==> config.mk <==
export PLATFORM = sky130hd
export DESIGN_NAME = serial_adder_ctrl
export DESIGN_NICKNAME = d
export VERILOG_FILES = /design/src/rtl/serial_adder_pkg.sv /design/src/rtl/serial_adder_ctrl.sv
export SDC_FILE = /design/constraint.sdc
export NUM_CORES = 1
export LEC_CHECK = 0
export CORE_ASPECT_RATIO = 1.4
export CORE_MARGIN = 1.5
export CORE_UTILIZATION = 48
export DETAILED_ROUTE_END_ITERATION = 10
export GPL_TIMING_DRIVEN = 0
export PLACE_DENSITY = 0.89
export SLEW_MARGIN = 20
export SYNTH_ARGS = -nofsm -noshare
export SYNTH_HDL_FRONTEND = slang
export SYNTH_SLANG_ARGS = --single-unit
==> constraint.sdc <==
create_clock -name clk -period 1.4 [get_ports clk]
set_input_delay 0.28 -clock clk [delete_from_list [all_inputs] [get_ports clk]]
set_output_delay 0.28 -clock clk [all_outputs]
set_load 0.03 [all_outputs]
==> src/rtl/serial_adder_pkg.sv <==
// Shared types and defaults for the bit-serial adder sequencer.
package serial_adder_pkg;

  typedef enum logic [1:0] {S_IDLE, S_RUN, S_DONE} sa_state_t;

  localparam int SA_DEFAULT_WIDTH = 8;

endpackage

==> src/rtl/serial_adder_ctrl.sv <==
// Sequences an external 1-bit full adder to add two WIDTH-bit operands LSB first,
// one bit pair per cycle, collecting the sum bits into a right-shifting register.
module serial_adder_ctrl
  import serial_adder_pkg::*;
#(
  parameter int unsigned WIDTH = SA_DEFAULT_WIDTH
) (
  input  logic             clk,
  input  logic             reset,
  input  logic             start,
  input  logic [WIDTH-1:0] op_a,
  input  logic [WIDTH-1:0] op_b,
  input  logic             cin_in,
  output logic             busy,
  output logic             done,
  output logic [WIDTH-1:0] sum,
  output logic             cout_out,
  output logic             fa_a,
  output logic             fa_b,
  output logic             fa_cin,
  input  logic             fa_s,
  input  logic             fa_cout
);

  localparam int unsigned CNT_W = $clog2(WIDTH + 1);

  sa_state_t        state;
  logic [CNT_W-1:0] cnt;
  logic             carry;
  logic [WIDTH-1:0] a_sh;
  logic [WIDTH-1:0] b_sh;

  // State, counter, operand/result shift registers and registered status.
  always_ff @(posedge clk) begin
    if (reset) begin
      state    <= S_IDLE;
      busy     <= 1'b0;
      done     <= 1'b0;
      sum      <= '0;
      cout_out <= 1'b0;
      cnt      <= '0;
      carry    <= 1'b0;
      a_sh     <= '0;
      b_sh     <= '0;
    end else begin
      case (state)
        S_IDLE: begin
          if (start) begin
            a_sh     <= op_a;
            b_sh     <= op_b;
            carry    <= cin_in;
            cnt      <= '0;
            sum      <= '0;
            cout_out <= 1'b0;
            busy     <= 1'b1;
            state    <= S_RUN;
          end
        end
        S_RUN: begin
          // Sum bits enter at the MSB so the LSB lands at bit 0 after WIDTH shifts.
          sum   <= (sum >> 1) | (WIDTH'(fa_s) << (WIDTH - 1));
          carry <= fa_cout;
          a_sh  <= a_sh >> 1;
          b_sh  <= b_sh >> 1;
          if (cnt == CNT_W'(WIDTH - 1)) begin
            cout_out <= fa_cout;
            done     <= 1'b1;
            state    <= S_DONE;
          end else begin
            cnt <= cnt + 1'b1;
          end
        end
        S_DONE: begin
          done  <= 1'b0;
          busy  <= 1'b0;
          state <= S_IDLE;
        end
        default: state <= S_IDLE;
      endcase
    end
  end

  // Adder cell inputs are only live during RUN.
  always_comb begin
    fa_a   = 1'b0;
    fa_b   = 1'b0;
    fa_cin = 1'b0;
    if (state == S_RUN) begin
      fa_a   = a_sh[0];
      fa_b   = b_sh[0];
      fa_cin = carry;
    end
  end

endmodule

### Yosys cells after proc, flatten, opt, wreduce, memory -nomap -nowiden

Index checks and enable logic that the tools add are counted.
Widths: inputs -> output; s select.

* bits in registers: 34
* latch bits: 0
* bits in writable memories: 0
* ROM bits: 0
* input port bits: 22
* output and inout bits: 14
* memories kept: 0

* $add $sub $neg: 1
* multipliers: 0
* div/mod/pow operators: 0
* order comparisons: 0
* equality and inequality tests: 6
* shift operators: 0
* muxes and demuxes: 24
* bitwise operators: 1
* reduce and logical (&&, ||, !) cells: 10

Operators with widths (count)
* $pmux 8 s2: 3
* $mux 8: 3
* $mux 1: 8
* $mux 4: 2
* $or 7x8->8: 1
* $pmux 1 s2: 4
* $pmux 4 s2: 1
* $reduce_and 2->1: 4
* $ne 2x2->1 const B: 3
* $reduce_and 3->1: 2
* $reduce_bool 2->1: 3
* $add 4x1->4 const B: 1
* $eq 4x3->1 const B: 1
* $mux 2: 2
* $pmux 2 s2: 1
* $eq 2x1->1 const B: 1
* $eq 2x2->1 const B: 1
* $logic_not 2->1: 1

### Longest topological paths before layout

* depth in word-level cells: 3
* mapped depth: 6
* depth with buffers taken out: 4

### Worst setup path after synthesis

No wires, ideal clock.

* path type: flip-flop to output port
* start point: register state[1]
* end point: output fa_a
* arrival: 1.195 ns
* data required time: 1.120 ns
* setup slack: -0.075 ns
* cell stages (with the launch flop): 6
* buffers on the path: 3
* path through: dfxtp_1 clkbuf_2 nor2b_1 buf_2 buf_2 and2_1

* word-level cells in the longest chain between the ends: 2

Ends and longest elaborated chain
* start, declared: line serial_adder_ctrl.sv:27 `sa_state_t state;`
* start signal, assigned: line serial_adder_ctrl.sv:36 `state <= S_IDLE;`
* start signal, assigned: line serial_adder_ctrl.sv:56 `state <= S_RUN;`
* start signal, assigned: line serial_adder_ctrl.sv:68 `state <= S_DONE;`
* $eq 2x1->1: line serial_adder_ctrl.sv:88 `if (state == S_RUN) begin`
* $mux 1: line serial_adder_ctrl.sv:88
* end, declared: line serial_adder_ctrl.sv:18 `output logic fa_a,`

No other way between the ends.

### Worst setup path in the final report

* start point: register state[1]
* end point: output fa_b

* word-level cells in the longest chain between the ends: 2

Ends and longest elaborated chain
* $eq 2x1->1: line serial_adder_ctrl.sv:88
* $mux 1: line serial_adder_ctrl.sv:88
* end, declared: line serial_adder_ctrl.sv:19 `output logic fa_b,`

No other way between the ends.

==> results.yml <==
detailed_routing:
  drcViolationCount: 0
  drt-initial-drc-count: 29
  wl_met1_mm: 1.51
  wire_per_inst_microns: 16.0
  wl_met3_microns: 184
  finalWirelength_mm: 3.82
  drt_pass1_iterations: 4
  postRouteAntennaNets: 0
  routed_via_density: 5.52
  highest_layer: "met4"
  dr_total_vias: 1320
  wl_met2_mm: 2.04
yosys:
  synthTopCellsByArea: "dfxtp_1 (47%), mux2i_1 (10%), a211oi_1 (9.2%)"
  synth_top_area_frac: 0.465
  synth.largest_area_cell: "dfxtp_1"
  synth-seq-cells: 34
  ys_seq_area_frac: 0.465
  syn_nets: 179
  synth_cell_type_count: 29
  netlist_area_sq_mm: 0.00146
  yosys_warnings: 0
  avgSynthCellArea_sq_um: 9.38
  syn_inst: 156
global_route:
  gr-total-overflow: 0
  antenna_found_initial: 0
  grt_max_degree: 11
  grt_pass1_vias: 1294
  grt_pass1_wl_mm: 5.64
  grt_use_total: 0.223
cts:
  clkLatencyLatePin_ps: 290
  cts.sinks: 34
  h-tree-depth: 2
  hold_buffers: 0
  clock_tree.buffer_depth: 2
  cts_buffers: 5
  cts_tree: "yes"
  clk_pin_slew_ps: 70
  cts_root_buf: "clkbuf_8"
sta:
  rsz0062_at_grt: "true"
  tns_ps: -368
  tightest_slew_ps: 616
  clock_skew_ps: 4.09
  fmax_mhz: 658
  period_needed_ps: 1520
  hold_ws_ps: 422
  worst_slack_ps: -119
  setup_viol: 4
  hold_violations: 0
  slew_viol_final: 0
  slew_headroom: 0.589
  finalCritPeriodShare: 1.09
floorplan:
  die_x_microns: 49.7
  start_util: 0.508
  dieArea_sq_mm: 0.00339
  placementRows: 23
  coreArea_sq_mm: 0.00288
  die_h_microns: 68.3
  ios: 36
critical_path:
  crit_fanout: 5
  critical_path_class: "reg -> out"
  critPathCaptureType: "output port"
  start_kind: "flip-flop"
  critical_path_required_ps: 1120
  cp.arrival_ps: 1240
pwr:
  irDropWorstVdd_mv: 0.770
  power_uw: 2260
  cellLeakagePower_uw: 0.000896
  p_int_uw: 1700
  p_sw_uw: 562
  clock_power_share: 0.376
  swShare: 0.249
  pwr-share-comb: 0.158
  seq_power_share: 0.466
  power_density_mw_per_mm2: 1070
run_status:
  violations: "setup timing"
  status: "complete, but fails checks"
min_path:
  hold_path.class: "in -> reg"
final_layout:
  layout_commonest_cell: "dfxtp_1"
  post-route-util: 0.737
  antenna_cells: 0
  areaGrowthSynthToFinish_pct: 45.1
  fin_cells: 239
  drive_gt1_frac: 0.223
  final_cell_mix: "dfxtp_1 (32), nor2_1 (25), clkdlybuf4s50_1 (19), mux2i_1 (14)"
  fillers: 209
  nets: 224
place:
  dp_cells: 227
  hpwl_mm: 2.32
  port_buffers: 34
  place_congestion: 0.778
run:
  maxCapViolations: 0
per-stage QoR:
stage / setup WS, ps / instance area [sq um]
floorplan: -9.62 / 1470
global placement: -723 / 1850
detailed placement: -750 / 1850
CTS: -226 / 2010
global route: -188 / 2120
finish: -119 / 2120
layout make-up:
class                   instances  area, sq um  area share
clock buffers                   8          110      0.0519
multi-input cells             108          806       0.380
flip-flops and latches         34          686       0.323
plain buffers                  12          101      0.0478
well taps                      37         46.3      0.0218
repair buffers                 39          369       0.174
inverters                       1         3.75     0.00177
logic make-up after synthesis:
group / Yosys count / share of synthesized area
buf+inv: 14 / 0.0496
fa+ha+maj: 1 / 0.00855
mux: 15 / 0.103
flops: 34 / 0.465
simple gates: 48 / 0.166
compound gates: 44 / 0.208
synthesized netlist by cell type, drive strengths merged:
| library cell | number |
|---|---|
| a211oi | 18 |
| nor2b | 3 |
| and3b | 2 |
| ha | 1 |
| dfxtp | 34 |
| and4b | 1 |
| nand3 | 2 |
| mux2i | 15 |
| and2 | 3 |
| nand2 | 2 |
| buf | 8 |
| nand3b | 1 |
| nor3 | 1 |
| o21ba | 1 |
| clkbuf | 5 |
| nor2 | 25 |
| a21oi | 8 |
| o21ai | 5 |
| nor4bb | 1 |
| inv | 1 |
| o21bai | 1 |
| a22oi | 8 |
| nand2b | 6 |
| or3 | 1 |
| a311oi | 1 |
| o32ai | 2 |
flip-flops by register name, indices dropped and copies added, names as in the netlist:
name / cells
a_sh: 8
b_sh: 8
sum: 8
cnt: 4
state: 2
busy: 1
carry: 1
cout_out: 1
done: 1
final timing paths:
kind	startpoint	endpoint	slack (ps)	cells past startpoint
setup / recovery	state[1]	fa_b	-120	5
hold / removal	reset	cnt[2]	420	2
setup reg to reg	state[1]	cnt[3]	-20	6
hold reg to reg	cout_out	cout_out	490	2
per-layer routing:
layer / global-route usage / vias up
met3: 0.0633 / 8
li1: - / 652
met1: 0.238 / 626
met4: 0.108 / 0
met2: 0.403 / 34
met5: 0 / -
worst max-delay path, stage by stage, from the launching register on:
cell and delay, ps:
dfxtp_2 330, buf_8 110, nor2b_1 90, buf_4 150
and2_4 140, buf_6 120
what timing repair did:
action | 4_1_cts | 5_1_grt
pin swaps | 0 | 5
buffers inserted | 3 | 1
setup endpoints to repair | 16 | 26
cloned | 0 | 1
endpoints found under the hold margin | 0 | 0
gates resized for setup | 44 | 31
power by group through the flow:
| stage | clock [uW] | combinational (uW) | sequential [uW] |
|---|---|---|---|
| 5_1_grt | 895 | 385 | 1060 |
| 4_1_cts | 852 | 315 | 1050 |
| 3_3_place_gp | 0 | 287 | 1070 |
| 2_1_floorplan | 0 | 177 | 1070 |
| 6_report | 850 | 358 | 1050 |
| 3_5_place_dp | 0 | 297 | 1070 |
No activity file was read; power rests on OpenSTA's default activity.
